===== src/rtl/pulse_bram_arbiter.sv =====
`default_nettype none
//============================================================================
// Module   : pulse_bram_arbiter
// Purpose  : Shares the single-port pulse BRAM between the pulse generator
//            (requester A, read-modify-write accumulation with an optional
//            lock) and the playout reader (requester B, streaming reads).
//            This block owns the BRAM ena/we/addr/din pins.
// Revision : 1.0 - initial release
//----------------------------------------------------------------------------
// Parameters
//   B_MAX_RUN    : playout grants allowed in a row while A waits (1..15)
//   LOCK_TIMEOUT : cycles an A lock may be held before forced release (2..255)
// Ports
//   clk, rst_n                  : clock, asynchronous active-low reset
//   a_req/a_we/a_lock/a_addr/a_wdata -> a_gnt (comb), a_rvalid/a_rdata
//   b_req/b_addr                -> b_gnt (comb), b_rvalid/b_rdata
//   bram_ena/we/addr/din        : registered BRAM command pins
//   bram_dout                   : BRAM read data, valid the cycle after a read
//   lock_err                    : sticky, set when an A lock times out
// Build option
//   PULSE_ARB_CLR_ON_READ_EN    : each granted playout read is followed by a
//                                 write of 0 to the same word (clear-on-read)
//============================================================================
module pulse_bram_arbiter #(
    parameter int B_MAX_RUN    = 4,
    parameter int LOCK_TIMEOUT = 8
) (
    input  logic        clk,
    input  logic        rst_n,
    input  logic        a_req,
    input  logic        a_we,
    input  logic        a_lock,
    input  logic [31:0] a_addr,
    input  logic [31:0] a_wdata,
    output logic        a_gnt,
    output logic        a_rvalid,
    output logic [31:0] a_rdata,
    input  logic        b_req,
    input  logic [31:0] b_addr,
    output logic        b_gnt,
    output logic        b_rvalid,
    output logic [31:0] b_rdata,
    output logic        bram_ena,
    output logic        bram_we,
    output logic [31:0] bram_addr,
    output logic [31:0] bram_din,
    input  logic [31:0] bram_dout,
    output logic        lock_err
);

    localparam logic [1:0] c_IDLE   = 2'd0;
    localparam logic [1:0] c_A_LOCK = 2'd1;
`ifdef PULSE_ARB_CLR_ON_READ_EN
    localparam logic [1:0] c_B_CLR  = 2'd2;
`endif
    localparam logic [3:0] c_RUN_MAX = 4'(B_MAX_RUN);
    localparam logic [7:0] c_TIMEOUT = 8'(LOCK_TIMEOUT);

    logic [1:0] r_state;
    logic [1:0] w_state_nxt;
    logic [3:0] r_b_run;
    logic [7:0] r_lock_tmr;
    logic       r_a_rd_pend;
    logic       r_b_rd_pend;
    logic       w_a_gnt;
    logic       w_b_gnt;
    logic       w_timeout;

    // Read data is the raw BRAM output; rvalid qualifies which requester owns it.
    assign a_rdata = bram_dout;
    assign b_rdata = bram_dout;

    // Grants are combinational; masked while reset is asserted.
    assign a_gnt = w_a_gnt & rst_n;
    assign b_gnt = w_b_gnt & rst_n;

    //------------------------------------------------------------------------
    // State register
    //------------------------------------------------------------------------
    always_ff @(posedge clk or negedge rst_n) begin
        if (!rst_n) begin
            r_state <= c_IDLE;
        end else begin
            r_state <= w_state_nxt;
        end
    end

    //------------------------------------------------------------------------
    // Next-state logic
    //------------------------------------------------------------------------
    always_comb begin
        w_state_nxt = r_state;
        case (r_state)
            c_IDLE: begin
                if (w_a_gnt && !a_we && a_lock) begin
                    w_state_nxt = c_A_LOCK;
                end
`ifdef PULSE_ARB_CLR_ON_READ_EN
                else if (w_b_gnt) begin
                    w_state_nxt = c_B_CLR;
                end
`endif
            end
            c_A_LOCK: begin
                // A write always ends the lock, whatever a_lock says.
                if (w_timeout || (w_a_gnt && a_we) || (!a_req && !a_lock)) begin
                    w_state_nxt = c_IDLE;
                end
            end
`ifdef PULSE_ARB_CLR_ON_READ_EN
            c_B_CLR: begin
                w_state_nxt = c_IDLE;
            end
`endif
            default: begin
                w_state_nxt = c_IDLE;
            end
        endcase
    end

    //------------------------------------------------------------------------
    // Grant / output logic
    //------------------------------------------------------------------------
    always_comb begin
        w_a_gnt   = 1'b0;
        w_b_gnt   = 1'b0;
        w_timeout = 1'b0;
        case (r_state)
            c_IDLE: begin
                // Playout has priority unless it has used up its run while A waits.
                if (a_req && (!b_req || (r_b_run == c_RUN_MAX))) begin
                    w_a_gnt = 1'b1;
                end else if (b_req) begin
                    w_b_gnt = 1'b1;
                end
            end
            c_A_LOCK: begin
                if (r_lock_tmr == c_TIMEOUT) begin
                    w_timeout = 1'b1;
                end else begin
                    w_a_gnt = a_req;
                end
            end
            default: begin
                w_a_gnt = 1'b0;
            end
        endcase
    end

    //------------------------------------------------------------------------
    // BRAM command pins, read-valid pipeline, run counter, lock timer
    //------------------------------------------------------------------------
    always_ff @(posedge clk or negedge rst_n) begin
        if (!rst_n) begin
            bram_ena    <= 1'b0;
            bram_we     <= 1'b0;
            bram_addr   <= 32'd0;
            bram_din    <= 32'd0;
            r_a_rd_pend <= 1'b0;
            r_b_rd_pend <= 1'b0;
            a_rvalid    <= 1'b0;
            b_rvalid    <= 1'b0;
            r_b_run     <= 4'd0;
            r_lock_tmr  <= 8'd0;
            lock_err    <= 1'b0;
        end else begin
            bram_ena <= w_a_gnt | w_b_gnt;
            bram_we  <= w_a_gnt & a_we;
            if (w_a_gnt) begin
                bram_addr <= a_addr;
                if (a_we) begin
                    bram_din <= a_wdata;
                end
            end else if (w_b_gnt) begin
                bram_addr <= b_addr;
            end
`ifdef PULSE_ARB_CLR_ON_READ_EN
            // bram_addr still holds the playout address from the previous cycle.
            if (r_state == c_B_CLR) begin
                bram_ena <= 1'b1;
                bram_we  <= 1'b1;
                bram_din <= 32'd0;
            end
`endif
            r_a_rd_pend <= w_a_gnt & ~a_we;
            r_b_rd_pend <= w_b_gnt;
            a_rvalid    <= r_a_rd_pend;
            b_rvalid    <= r_b_rd_pend;

            if (w_a_gnt || !a_req) begin
                r_b_run <= 4'd0;
            end else if (w_b_gnt) begin
                r_b_run <= r_b_run + 4'd1;
            end

            // Timer sits at 0 outside the lock, so it starts from 0 on entry.
            if (r_state == c_A_LOCK) begin
                r_lock_tmr <= r_lock_tmr + 8'd1;
            end else begin
                r_lock_tmr <= 8'd0;
            end

            if (w_timeout) begin
                lock_err <= 1'b1;
            end
        end
    end

endmodule
`default_nettype wire


===== config.mk =====
export PLATFORM = sky130hd
export DESIGN_NAME = pulse_bram_arbiter
export DESIGN_NICKNAME = d
export VERILOG_FILES = /design/src/rtl/pulse_bram_arbiter.sv
export SDC_FILE = /design/constraint.sdc
export NUM_CORES = 1
export LEC_CHECK = 0
export ABC_AREA = 1
export CORE_UTILIZATION = 38
export CTS_BUF_LIST = sky130_fd_sc_hd__clkbuf_4
export CTS_CLUSTER_DIAMETER = 50
export DETAILED_ROUTE_END_ITERATION = 7
export PLACE_DENSITY = 0.92
export SLEW_MARGIN = 20
export SYNTH_ARGS = -nofsm -noshare
export SYNTH_HDL_FRONTEND = slang
export SYNTH_SLANG_ARGS = --single-unit

===== constraint.sdc =====
create_clock -name clk -period 2.03 [get_ports clk]
set_clock_uncertainty 0.05 [all_clocks]
set_input_delay 0.203 -clock clk [delete_from_list [all_inputs] [get_ports clk]]
set_output_delay 0.203 -clock clk [all_outputs]
set_load 0.005 [all_outputs]

Yosys cells after proc, flatten, opt, wreduce, memory -nomap -nowiden:

Cells that the tools add are included.
W data, S select, Z words.

* flip-flop bits (word level): 85
* input bits: 134
* output and inout bits: 135

* add/sub/neg operators: 2
* equal/unequal tests: 5
* multiplexer cells: 16
* bitwise logic cells: 6
* reductions and logical operators: 18

Operator list (count)
* $mux W32: 2
* $add A8 B1 Y8 const B: 1
* $eq A8 B4 Y1 const B: 1
* $mux W4: 2
* $mux W8: 1
* $mux W1: 7
* $logic_and A1 B1 Y1: 5
* $add A4 B1 Y4 const B: 1
* $and A1 B1 Y1: 4
* $eq A4 B3 Y1 const B: 1
* $logic_not A1 Y1: 4
* $logic_or A1 B1 Y1: 4
* $mux W2: 2
* $ne A2 B2 Y1 const B: 2
* $pmux W2 S2: 1
* $reduce_and A2 Y1: 2
* $reduce_bool A2 Y1: 2
* $eq A2 B1 Y1 const B: 1
* $logic_not A2 Y1: 1
* $pmux W1 S2: 1
* $not A1 Y1: 1
* $or A1 B1 Y1: 1

Longest topological paths before layout:

Gate-level depths: netlist of the first run.

* depth in word-level cells: 10
* gate-level depth with buffers: 10

Least setup slack after synthesis of the first run:

Ideal clock, no wire load.

* path type: reg2reg
* from: register r_b_run[0]
* to: register bram_addr[13]
* setup time: 0.125 ns
* arrival time: 1.393 ns
* required time: 1.855 ns
* path slack: 0.462 ns
* stages on the path, launching flop included: 10
* path buffers: 2
* clock period less this slack: 1.568 ns
* cell sequence: dfrtp_1 inv_1 ha_1 nand3_2 a21oi_4 nand2_1 buf_4 buf_6 nand3_2 nand3_1

* longest elaborated chain between the ends: 6
* elaborated cells between the ends (all ways): 9

RTL lines
* from (decl): line 61 `logic [3:0] r_b_run;`
* from (signal assigned): line 193 `r_b_run <= r_b_run + 4'd1;`
* $eq A4 B3 Y1 (*): line 131 `if (a_req && (!b_req || (r_b_run == c_RUN_MAX))) begin`
* $logic_or A1 B1 Y1 (*): line 131
* $logic_and A1 B1 Y1 (*): line 131
* $mux W1: line 131
* $pmux W1 S2 / $mux W1 (equally long branches): line 128 `case (r_state)`
* $mux W32 / $reduce_bool A2 Y1 (equally long branches)
* to (signal assigned): line 170 `bram_addr <= a_addr;`
* to (signal assigned): line 175 `bram_addr <= b_addr;`
* to (decl): line 45 `output logic [31:0] bram_addr,`

Mark *: on every way between the ends. The rest lies on a longest branch, timed or not.
A chain may end at the register's enable or synchronous reset.

Worst setup path in the final report of the first run:

* from: register r_b_run[1]
* to: register r_b_run[0]

* longest elaborated chain between the ends: 7
* elaborated cells between the ends (all ways): 10

RTL lines
* $eq A4 B3 Y1 (*): line 131
* $logic_or A1 B1 Y1 (*): line 131
* $logic_and A1 B1 Y1 (*): line 131
* $mux W1: line 131
* $pmux W1 S2: line 128
* $logic_or A1 B1 Y1: line 190 `if (w_a_gnt || !a_req) begin`
* $mux W4 / $reduce_bool A2 Y1 (equally long branches)

Marked as above.

==> flow_metrics.env, run 1 <==
export IMPL_critPathArrivalTime_ns=2.22
export IMPL_peakVddDrop_mv=0.321
export IMPL_synth_warnings=0
export IMPL_grt_max_degree=67
export IMPL_die_w_um=108
export IMPL_layoutNonFillerInstCount=743
export IMPL_cts_clk_slew_worst_paths_ns=0.15
export IMPL_total_power_mw=4.35
export IMPL_yosys_area_top_type="dfrtp_1"
export IMPL_ys_seq_area_share_pct=48.8
export IMPL_status="finished clean"
export IMPL_max_freq_mhz=525
export IMPL_yosysUniqueCellTypes=20
export IMPL_vias=3774
export IMPL_hold_viol_final=0
export IMPL_drtPass1Iterations=5
export IMPL_antenna_cells=0
export IMPL_die_area_sq_um=11800
export IMPL_netlist_area_leader_share_pct=48.8
export IMPL_drc=0
export IMPL_synthCells=492
export IMPL_via_per_inst=5.08
export IMPL_hpwl_mm=8.49
export IMPL_fin_crit_ns=1.91
export IMPL_grt_use_total_pct=19.8
export IMPL_postRouteWirelength_mm=11.4
export IMPL_cp_slowest_stage_delay_ns=0.42
export IMPL_grt_antenna_before_repair=0
export IMPL_relSlewSlack_pct=57.8
export IMPL_final_antenna_net_count=0
export IMPL_grt_ovfl_total=0
export IMPL_r2r_slack_ns=0.12
export IMPL_dr_first_iter_drc_count=238
export IMPL_ioPinCount=269
export IMPL_fin_nets=736
export IMPL_setup_viol=0
export IMPL_cts_buffers=9
export IMPL_cts_tree="built"
export IMPL_maxCapViolCount=0
export IMPL_cts_num_sinks=84
export IMPL_place_gp_congestion=0.751
export IMPL_rows=38
export IMPL_syn_avg_cell_area_sq_um=8.75
export IMPL_crit_slowest_cell="dfrtp_1"
export IMPL_cts_htree_levels=3
export IMPL_crit_buf_inv=3
export IMPL_cp_depth=8
export IMPL_period_share_pct=93.9
export IMPL_clockBufferDepth=2
export IMPL_crit_family="buffers and inverters"
export IMPL_fillers=974
export IMPL_leakagePower_nw=2.68
export IMPL_cpMostUsedCell="buf_4"
export IMPL_power_density_nw_per_um2=739
export IMPL_io_buffers=172
export IMPL_synthesis_area_sq_um=4310
export IMPL_netlist_top_cells_area="dfrtp_1 (49%), buf_4 (12%), nand3_1 (11%)"
export IMPL_worst_pin_slew_ns=0.633
export IMPL_crit_chain="inv_2, ha_4, nand3_4, a21oi_4, buf_4, buf_4, nand3_1, o21ai_0"
export IMPL_core_area_sq_um=10900
export IMPL_place_inst=724
export IMPL_critPathLaunchType="flop"
export IMPL_fp_dieH_um=108
export IMPL_drv_slew=0
export IMPL_cp_end_kind="flop"
export IMPL_drive_above_1_share_pct=9.78
export IMPL_wl_per_cell_um=15.3
export IMPL_crit_fanout=29
export IMPL_final_util_pct=53.9
export IMPL_hold_depth=3
export IMPL_cp_data_required_time_ns=2.34
export IMPL_cts_root_buffer="clkbuf_4"
export IMPL_critPathKind="reg2reg"
export IMPL_area_growth_pct=36.8
export IMPL_min_delay_path_class="in2reg"
export IMPL_syn_nets=630
export IMPL_grt_pass1_wl_mm=17.8
export IMPL_grt_pass1_vias=3611
export IMPL_clkLatencyLatePin_ns=0.44
export IMPL_r2r_cells=8
export IMPL_start_util_pct=39.4
export IMPL_synth_seq_cells=84
path summary, 6_finish.rpt:
check | from | endpoint
worst max-delay path | r_b_run[1]$_DFFE_PN0P_ | r_b_run[0]$_DFFE_PN0P_
worst min-delay path | b_addr[28] | bram_addr[28]$_DFFE_PN0P_
worst max register to register | r_b_run[1]$_DFFE_PN0P_ | r_b_run[0]$_DFFE_PN0P_
worst min register to register | r_a_rd_pend$_DFF_PN0_ | a_rvalid$_DFF_PN0_
max in group asynchronous | rst_n | r_state[0]$_DFFE_PN0P_
min in group asynchronous | rst_n | r_lock_tmr[5]$_DFF_PN0_
cell type report:
type                    instances  area [sq um]  area share (%)
flip-flops and latches         84          2100            35.7
repair buffers                191          1900            32.3
multi-input cells             292          1490            25.2
well taps                     140           175            2.97
clock inverters                 7          81.3            1.38
inverters                      20          75.1            1.27
clock buffers                   9          67.6            1.15
flip-flops by register name, indices dropped and copies added (netlist names):
register and flops:
bram_addr 32, bram_din 32, r_lock_tmr 8, r_b_run 4, a_rvalid 1, b_rvalid 1
bram_ena 1, bram_we 1, lock_err 1, r_a_rd_pend 1, r_b_rd_pend 1, r_state 1
worst register-to-register path, stage by stage, from the launching register on:
cell and delay [ns]:
dfrtp_1 0.42, inv_2 0.08, ha_4 0.14, nand3_4 0.08, a21oi_4 0.18, buf_4 0.28
buf_4 0.36, nand3_1 0.13, o21ai_0 0.10
metal layers:
| layer | track usage (%) | vias up | routed length, um |
|---|---|---|---|
| met5 | 0 | - | 0 |
| met4 | 8.30 | 0 | 180 |
| met3 | 5.24 | 16 | 980 |
| met2 | 35.5 | 208 | 5900 |
| met1 | 22.2 | 1768 | 4300 |
| li1 | - | 1782 | - |
synth_stat cells (all sizes together):
cell type and count:
buf 94, a21oi 5, nand4 35, nand3 107, nand2 114, inv 20, ha 4, nor2 17
o21bai 1, clkbuf 2, dfrtp 84, o21ai 9
power breakdown:
group | internal, mW | switching, mW | total [mW] | leakage, nW
Clock | 0.395 | 0.634 | 1.03 | 0.0828
Combinational | 0.756 | 0.498 | 1.25 | 1.55
Sequential | 1.92 | 0.150 | 2.07 | 1.05
Total | 3.07 | 1.28 | 4.35 | 2.68
kinds of logic after synthesis:
logic type	after synthesis	share of synthesized area [%]
adder cells (fa/ha/maj)	4	1.16
buffers and inverters	116	17.4
AO/OA/AOI/OAI	15	2.06
AND/OR/NAND/NOR	273	30.6
flip-flops	84	48.8
cells in the final DEF, fill, tap and decap left out, types with 2 or more instances in the layout:
| cell type | count |
|---|---|
| clkdlybuf4s50_1 | 169 |
| nand2_1 | 111 |
| nand3_1 | 94 |
| dfrtp_1 | 84 |
| nand4_1 | 35 |
| inv_1 | 17 |
| buf_4 | 16 |
| nor2_1 | 15 |
| nand3_2 | 12 |
| o21ai_0 | 9 |
| clkbuf_4 | 9 |
| a21oi_1 | 4 |
| inv_2 | 3 |
| nand2_2 | 3 |
| ha_1 | 3 |
| clkinv_4 | 2 |
| inv_6 | 2 |
| buf_12 | 2 |
repair_timing:
action / in CTS / in global routing
endpoints found under the hold margin: 36 / 0
setup buffers: 1 / 1
pin swaps: 2 / 4
hold buffers: 1 / 0
endpoints found under the setup margin: 5 / 4
resized for setup: 10 / 3
through the flow:
stage                     TNS (ns)  hold WS [ns]  area [sq um]  setup slack (ns)
after floorplan                  0        -0.143          4310             0.462
after global placement           0         0.233          5690            0.0946
after detailed placement         0         0.233          5690            0.0214
after CTS                  -0.0146         0.215          5880           -0.0146
after global routing      -0.00283         0.217          5890          -0.00283
final                            0         0.255          5890             0.124
Note: power is estimated with default switching activity, not from simulation.
==> inputs of run 2 (changes only) <==
--- a/config.mk
+++ b/config.mk
@@ -6,6 +6,7 @@
 export NUM_CORES = 1
 export LEC_CHECK = 0
 export ABC_AREA = 1
+export CORE_ASPECT_RATIO = 1.4
 export CORE_UTILIZATION = 38
 export CTS_BUF_LIST = sky130_fd_sc_hd__clkbuf_4
 export CTS_CLUSTER_DIAMETER = 50
==> flow_metrics.env, run 2 (synthesized netlist as in run 1, its figures left out) <==
export IMPL_grt_antenna_before_repair=1
export IMPL_die_area_sq_um=11800
export IMPL_clockBufferDepth=2
export IMPL_rows=45
export IMPL_r2r_slack_ns=0.07
export IMPL_wl_per_cell_um=15.6
export IMPL_worst_pin_slew_ns=0.530
export IMPL_drc=0
export IMPL_final_cell_mix="clkdlybuf4s50_1 (169), nand2_1 (111), nand3_1 (95)"
export IMPL_core_area_sq_um=10900
export IMPL_power_density_nw_per_um2=734
export IMPL_cts_buffers=9
export IMPL_cp_depth=8
export IMPL_stdcell_area_sq_um=5920
export IMPL_max_freq_mhz=510
export IMPL_hpwl_mm=8.32
export IMPL_place_gp_congestion=0.805
export IMPL_dp_slack_ns=0.0125
export IMPL_critPathArrivalTime_ns=2.29
export IMPL_fin_crit_ns=1.96
export IMPL_crit_path_start="r_b_run[1]$_DFFE_PN0P_"
export IMPL_setup_viol=0
export IMPL_reg2reg_to="bram_din[20]$_DFFE_PN0P_"
export IMPL_setup_slack_ns=0.0689
export IMPL_place_inst=724
export IMPL_drtPass1Iterations=4
export IMPL_start_util_pct=39.4
export IMPL_postRouteWirelength_mm=11.7
export IMPL_critPathLaunchType="flop"
export IMPL_dr_first_iter_drc_count=182
export IMPL_fillers=960
export IMPL_fin_nets=738
export IMPL_cts_clk_slew_worst_paths_ns=0.15
export IMPL_grt_max_degree=67
export IMPL_cp_data_required_time_ns=2.36
export IMPL_maxCapViolCount=0
export IMPL_final_util_pct=54.2
export IMPL_clkLatencyLatePin_ns=0.44
export IMPL_layoutNonFillerInstCount=747
export IMPL_drv_slew=0
export IMPL_grt_pass1_vias=3743
export IMPL_final_antenna_net_count=0
export IMPL_rsz0062_at_grt="true"
export IMPL_crit_chain="inv_1, ha_2, nand3_4, a21oi_4, buf_4, buf_12, nand4_1, nand2_1"
export IMPL_grt_ovfl_total=0
export IMPL_vias=3851
export IMPL_drive_above_1_share_pct=9.75
export IMPL_die_w_um=92.0
export IMPL_hold_viol_final=0
export IMPL_status="finished clean"
export IMPL_relSlewSlack_pct=64.7
export IMPL_mostFrequentLayoutCell="clkdlybuf4s50_1"
export IMPL_leakagePower_nw=2.68
export IMPL_critPathKind="reg2reg"
export IMPL_hold_ws_ns=0.0860
export IMPL_cts_root_buffer="clkbuf_4"
export IMPL_crit_slowest_cell="dfrtp_1"
export IMPL_seq_area_sq_um=2100
export IMPL_grt_use_total_pct=20.3
export IMPL_crit_buf_inv=3
export IMPL_crit_family="buffers and inverters"
export IMPL_via_per_inst=5.16
export IMPL_peakVddDrop_mv=0.365
export IMPL_min_delay_path_class="in2async"
export IMPL_period_share_pct=96.6
export IMPL_cts_tree="built"
export IMPL_cp_slowest_stage_delay_ns=0.44
export IMPL_place_area_sq_um=5710
export IMPL_cts_num_sinks=84
export IMPL_regToRegStartpoint="r_b_run[1]$_DFFE_PN0P_"
export IMPL_top_regs="bram_addr: 32 flops, bram_din: 32 flops, r_lock_tmr: 8 flops"
export IMPL_endpoint="bram_din[20]$_DFFE_PN0P_"
export IMPL_area_growth_pct=37.5
export IMPL_tns_ns=0
export IMPL_ioPinCount=269
export IMPL_cts_htree_levels=3
export IMPL_r2r_cells=8
export IMPL_crit_fanout=42
export IMPL_total_power_mw=4.35
export IMPL_grt_pass1_wl_mm=18.5
export IMPL_cp_end_kind="flop"
export IMPL_fp_dieH_um=128
export IMPL_io_buffers=172
export IMPL_multi_input_area_sq_um=1480
-- run 2: cell count changes in the layout (fill, tap and decap cells not counted), moves of 2 or more --
cell / before / now
buf_12: 2 / 5
clkinv_4: 2 / 0
clkinvlp_4: 0 / 3
inv_1: 17 / 19
inv_2: 3 / 1
-- run 2: timing repair --
action	4_1_cts	5_1_grt
setup buffers	0	5
hold buffers	1	0
pin swaps	2	6
endpoints found under the setup margin	2	15
resized for setup	8	4
hold endpoints to repair	84	0
-- run 2: worst min-delay path by stage --
stage,cells past startpoint,start,slack [ns],endpoint
final,2,rst_n,0.09,r_state[0]$_DFFE_PN0P_
after global routing,2,rst_n,0.02,r_state[0]$_DFFE_PN0P_
after global placement,1,rst_n,-0.002,bram_addr[11]$_DFFE_PN0P_
after floorplan,0,rst_n,-0.14,a_rvalid$_DFF_PN0_
after CTS,2,rst_n,0.03,r_state[0]$_DFFE_PN0P_
after detailed placement,1,rst_n,-0.001,r_state[0]$_DFFE_PN0P_
-- run 2: routing by layer --
layer	track usage (%)	share of wire (%)	routed length, um	up-vias
met5	0	0	0	-
li1	-	-	-	1790
met1	21.2	37	4270	1848
met4	12.9	4.6	533	0
met2	37.2	53	6130	168
met3	3.74	6.2	719	45
-- run 2: where the power goes --
part           leakage [nW]  internal (mW)  switching (mW)  total (mW)
Clock                0.0712          0.402           0.606        1.01
Combinational          1.56          0.767           0.505        1.27
Sequential             1.05           1.92           0.147        2.07
-- run 2: worst reg2reg max path: cells and delay by family, from the launching register on --
| family | cells | cell delay (ns) |
|---|---|---|
| adders and majority gates | 1 | 0.20 |
| buffers and inverters | 3 | 0.66 |
| AOI/OAI and AO/OA | 1 | 0.17 |
| DFF | 1 | 0.44 |
| and+or+nand+nor | 3 | 0.38 |
-- run 2: layout make-up --
cell class / instances / area share [%]
flip-flops and latches: 84 / 35.5
repair buffers: 193 / 32.8
multi-input cells: 292 / 24.9
well taps: 141 / 2.98
clock buffers: 10 / 1.27
inverters: 20 / 1.27
clock inverters: 6 / 1.23
diodes: 1 / 0.0423
==> inputs of run 3 (changes only) <==
--- a/config.mk
+++ b/config.mk
@@ -6,7 +6,7 @@
 export NUM_CORES = 1
 export LEC_CHECK = 0
 export ABC_AREA = 1
-export CORE_ASPECT_RATIO = 1.4
+export CORE_ASPECT_RATIO = 1.1
 export CORE_UTILIZATION = 38
 export CTS_BUF_LIST = sky130_fd_sc_hd__clkbuf_4
 export CTS_CLUSTER_DIAMETER = 50
==> flow_metrics.env, run 3 (synthesized netlist as in run 1, its figures left out) <==
export IMPL_status="finished clean"
export IMPL_critPathKind="reg2out"
export IMPL_postRouteWirelength_mm=11.9
export IMPL_r2r_slack_ns=0.14
export IMPL_fin_nets=736
export IMPL_die_w_um=103
export IMPL_setup_viol=0
export IMPL_hold_depth=3
export IMPL_place_area_sq_um=5670
export IMPL_crit_family="flip-flops"
export IMPL_grt_pass1_vias=3807
export IMPL_peakVddDrop_mv=0.353
export IMPL_reg2reg_to="bram_din[11]$_DFFE_PN0P_"
export IMPL_fp_dieH_um=114
export IMPL_cts_clk_slew_worst_paths_ns=0.16
export IMPL_regToRegStartpoint="r_lock_tmr[0]$_DFF_PN0_"
export IMPL_die_area_sq_um=11800
export IMPL_critPathLaunchType="flop"
export IMPL_drc=0
export IMPL_cts_tree="built"
export IMPL_drtPass1Iterations=4
export IMPL_cts_num_sinks=84
export IMPL_grt_use_total_pct=20.2
export IMPL_antenna_cells=0
export IMPL_critPathArrivalTime_ns=1.66
export IMPL_dp_slack_ns=-0.137
export IMPL_cp_end_kind="output pin"
export IMPL_final_util_pct=54.2
export IMPL_ioPinCount=269
export IMPL_cpMostUsedCell="nand2_2"
export IMPL_maxCapViolCount=0
export IMPL_dr_first_iter_drc_count=223
export IMPL_r2r_cells=11
export IMPL_stdcell_area_sq_um=5940
export IMPL_grt_max_degree=67
export IMPL_place_inst=727
export IMPL_grt_antenna_before_repair=0
export IMPL_cts_htree_levels=3
export IMPL_crit_buf_inv=2
export IMPL_cts_buffers=9
export IMPL_worst_pin_slew_ns=0.541
export IMPL_vias=3807
export IMPL_area_growth_pct=37.9
export IMPL_final_antenna_net_count=0
export IMPL_fin_crit_ns=1.91
export IMPL_drv_slew=0
export IMPL_core_area_sq_um=11000
export IMPL_max_freq_mhz=522
export IMPL_power_density_nw_per_um2=756
export IMPL_relSlewSlack_pct=64.0
export IMPL_crit_slowest_cell="dfrtp_1"
export IMPL_period_share_pct=94.3
export IMPL_setup_slack_ns=0.115
export IMPL_hold_viol_final=0
export IMPL_drive_above_1_share_pct=9.95
export IMPL_grt_ovfl_total=0
export IMPL_cts_root_buffer="clkbuf_4"
export IMPL_min_delay_path_class="in2reg"
export IMPL_hpwl_mm=8.60
export IMPL_grt_pass1_wl_mm=18.3
export IMPL_cp_slowest_stage_delay_ns=0.44
export IMPL_clkLatencyLatePin_ns=0.43
export IMPL_io_buffers=172
export IMPL_crit_chain="inv_1, ha_2, nand3_2, nor2_2, nand2_2, nand2_2, nor2_1, buf_2"
export IMPL_rows=40
export IMPL_start_util_pct=39.3
export IMPL_clockBufferDepth=2
export IMPL_min_from="b_addr[23]"
export IMPL_mostFrequentLayoutCell="clkdlybuf4s50_1"
export IMPL_cp_data_required_time_ns=1.78
export IMPL_worstHoldEndpoint="bram_addr[23]$_DFFE_PN0P_"
export IMPL_leakagePower_nw=2.69
export IMPL_place_gp_congestion=0.767
export IMPL_wl_per_cell_um=15.8
export IMPL_rsz0062_at_grt="false"
export IMPL_top_regs="bram_addr: 32 flops, bram_din: 32 flops, r_lock_tmr: 8 flops"
export IMPL_final_cell_mix="clkdlybuf4s50_1 (169), nand2_1 (111), nand3_1 (94)"
export IMPL_crit_fanout=4
export IMPL_via_per_inst=5.08
export IMPL_layoutNonFillerInstCount=750
[run 3: cell type report]
| cell class | instances | area, sq um |
|---|---|---|
| clock buffer | 9 | 67.6 |
| clock inverter | 7 | 106 |
| fill | 940 | 5020 |
| inverter | 20 | 75.1 |
| multi-input combinational | 292 | 1490 |
| sequential | 84 | 2100 |
| tap | 147 | 184 |
| timing repair buffer | 191 | 1910 |
[run 3: through the flow]
stage | power (mW) | hold slack, ns | TNS [ns]
final | 4.49 | 0.262 | 0
after global routing | 4.75 | 0.225 | 0
after CTS | 4.54 | 0.222 | 0
after detailed placement | 3.36 | -0.0482 | -3.27
after global placement | 3.31 | -0.0479 | -0.0148
after floorplan | 2.61 | -0.143 | 0
[run 3: how the worst max path moves through the flow]
| stage | start | end | slack (ns) | cells past startpoint |
|---|---|---|---|---|
| floorplan | r_b_run[0]$_DFFE_PN0P_ | bram_addr[13]$_DFFE_PN0P_ | 0.46 | 9 |
| global placement | a_req | a_gnt | -0.01 | 6 |
| detailed placement | r_lock_tmr[0]$_DFF_PN0_ | bram_din[11]$_DFFE_PN0P_ | -0.14 | 10 |
| CTS | r_lock_tmr[0]$_DFF_PN0_ | bram_din[11]$_DFFE_PN0P_ | 0.01 | 10 |
| global route | r_lock_tmr[0]$_DFF_PN0_ | a_gnt | 0.00007 | 8 |
| finish | r_lock_tmr[0]$_DFF_PN0_ | a_gnt | 0.12 | 8 |
[run 3: worst min-delay path: cells and delay by family]
family | cells | cell delay, ns
buf+inv | 1 | 0.40
simple gates | 2 | 0.13
[run 3: timing repair]
item	in CTS	in global routing
gates resized for setup	8	10
hold buffers	2	0
pin swaps	0	5
endpoints found under the hold margin	84	0
setup buffers	2	3
setup endpoints to repair	35	34
[run 3: routing by layer]
metal / global-route usage, % / part of all wire, %
met5: 0 / 0
met4: 8.73 / 2.1
met3: 6.50 / 8.5
met2: 34.3 / 51
met1: 23.1 / 39
[run 3: where the power goes]
part | internal (mW) | total [mW] | switching [mW]
clock network | 0.521 | 1.15 | 0.633
logic | 0.757 | 1.25 | 0.497
registers | 1.92 | 2.08 | 0.163
==> variant (flow settings as in run 1) <==
Put one more register stage on the output `lock_err`, cleared by the reset. The value now appears one clock later. The other outputs are not delayed to match.
--- a/src/rtl/pulse_bram_arbiter.sv
+++ b/src/rtl/pulse_bram_arbiter.sv
@@ -57,4 +57,6 @@
     localparam logic [7:0] c_TIMEOUT = 8'(LOCK_TIMEOUT);
 
+    logic lock_err_s0;
+
     logic [1:0] r_state;
     logic [1:0] w_state_nxt;
@@ -163,5 +165,5 @@
             r_b_run     <= 4'd0;
             r_lock_tmr  <= 8'd0;
-            lock_err    <= 1'b0;
+            lock_err_s0 <= 1'b0;
         end else begin
             bram_ena <= w_a_gnt | w_b_gnt;
@@ -202,6 +204,14 @@
 
             if (w_timeout) begin
-                lock_err <= 1'b1;
-            end
+                lock_err_s0 <= 1'b1;
+            end
+        end
+    end
+
+    always_ff @(posedge clk or negedge rst_n) begin
+        if (!rst_n) begin
+            lock_err <= '0;
+        end else begin
+            lock_err <= lock_err_s0;
         end
     end
Function: same outputs for any inputs over 10 cycles, from zero or initial values and one cycle with rst_n low; that may be too few to reach the edited logic, so the function may still have changed.
==> variant against run 1 <==
  * Global-route usage up 0.14 points
  * Largest power group unchanged
  * Sequential cell count up 1
  * Highest routed layer unchanged
  * Sequential share of layout area grew 0.14 points
  * Routed wire length grew 3.2%
  * Critical path depth grew 2
  * Critical endpoint is now bram_din[21]$_DFFE_PN0P_
  * Design area rose by 0.79%
  * Worst setup slack worse by 0.0098 ns
  * Total power grew 5.6%
  * Synthesized area up 0.58%
==> variant: results (changes against run 1) <==
Clocking
The post-CTS setup repair buffer count was 3 (+2).

Logic synthesis
After synthesis, the cell types taking the most area are sky130_fd_sc_hd__dfrtp_1 49%, sky130_fd_sc_hd__buf_4 11%, sky130_fd_sc_hd__nand3_1 11%. The number of standard cells after synthesis was 493 (+0.20%). The net count after synthesis is 631 (+0.16%). In the synthesized netlist, the cells that appear most often are 113 x sky130_fd_sc_hd__nand2_1, 95 x sky130_fd_sc_hd__nand3_1, 85 x sky130_fd_sc_hd__dfrtp_1, 66 x sky130_fd_sc_hd__buf_4, 35 x sky130_fd_sc_hd__nand4_1.

Placement
The detailed placement HPWL is 8300 um (-2.2%). The worst setup slack before clock tree synthesis is -0.0555 ns (-0.0769 ns). The number of placed instances, taps included is 722 (-0.28%). The final weighted congestion in routability-driven placement is 0.810 (+7.9%).

Hold path
The worst hold path terminates at bram_din[25]$_DFFE_PN0P_. The worst hold path begins at a_wdata[25].

Critical path
In this run the worst setup path terminates at bram_din[21]$_DFFE_PN0P_. The largest fanout of any net on the critical path is 66 (+130%).

Detailed routing
The number of iterations in the first detailed-routing pass was 7 (+2). The routed length per placed instance is 15.8 um (+3.2%). The wire length on met2 is 5970 um (+1.2%). The DRC marker count from the first detailed-route iteration came to 317 (+33%). The detailed-route wire length on metal 1 is 4410 um (+2.7%).

Power and ir drop
The leakage power total was 2.70 nW (+0.74%). The total internal power is 3.34 mW (+8.6%). The worst vdd rail ir drop is 556 uV (+73%).

GRT
The met2 track demand over resource was 34.5% (-0.99 points). The met1 capacity usage during global routing is 22.1% (-0.042 points). The overall fraction of global-route tracks in use is 20.0% (+0.14 points).

Finish
The count of fill cells added during filler insertion is 972 (-0.21%). The fraction of layout cells with a size suffix above 1 is 8.96% (-0.83 points).

Timing
The worst slew slack as a fraction of its limit is 50.3% (-7.5 points).

Status
The run finished with clean final reports.
[variant: worst reg2reg max path, stage by stage (launching register included)]
cell	delay, ns
sky130_fd_sc_hd__dfrtp_1	0.41
sky130_fd_sc_hd__inv_1	0.06
sky130_fd_sc_hd__ha_1	0.19
sky130_fd_sc_hd__nand3_1	0.07
sky130_fd_sc_hd__nor2_1	0.06
sky130_fd_sc_hd__nand2_2	0.07
sky130_fd_sc_hd__clkbuf_8	0.37
sky130_fd_sc_hd__nand3_2	0.19
sky130_fd_sc_hd__buf_12	0.20
sky130_fd_sc_hd__nand2_1	0.09
sky130_fd_sc_hd__nand2_1	0.06
[variant: area by class of cell]
type | count | area [um^2] | share of cell area (%)
clock buffer | 10 | 75.1 | 1.26
sequential | 85 | 2130 | 35.8
tap | 140 | 175 | 2.95
clock inverter | 6 | 110 | 1.85
multi-input combinational | 292 | 1480 | 24.9
timing repair buffer | 190 | 1900 | 32.0
inverter | 20 | 75.1 | 1.26
[variant: cells by family (layout without fill, tap and decap cells)]
| logic type | Yosys count | after routing | synth area share [%] |
|---|---|---|---|
| buffers and inverters | 116 | 226 | 17.3 |
| DFF | 85 | 85 | 49.1 |
| adders and majority gates | 4 | 4 | 1.16 |
| and+or+nand+nor | 273 | 273 | 30.4 |
| AOI/OAI and AO/OA | 15 | 15 | 2.05 |
[variant: power groups by stage]
stage                     logic [mW]  registers, mW  clock network, mW
final                           1.26           2.09               1.24
after global routing            1.38           2.12               1.35
after CTS                       1.27           2.09               1.28
after detailed placement        1.25           2.13                  0
after global placement          1.21           2.12                  0
after floorplan                0.502           2.13                  0
[variant: stage by stage]
step                      power, mW  hold slack [ns]
after global placement         3.33            0.175
final                          4.59            0.243
after detailed placement       3.38            0.179
after CTS                      4.64            0.206
after global routing           4.85            0.206
after floorplan                2.63           -0.143
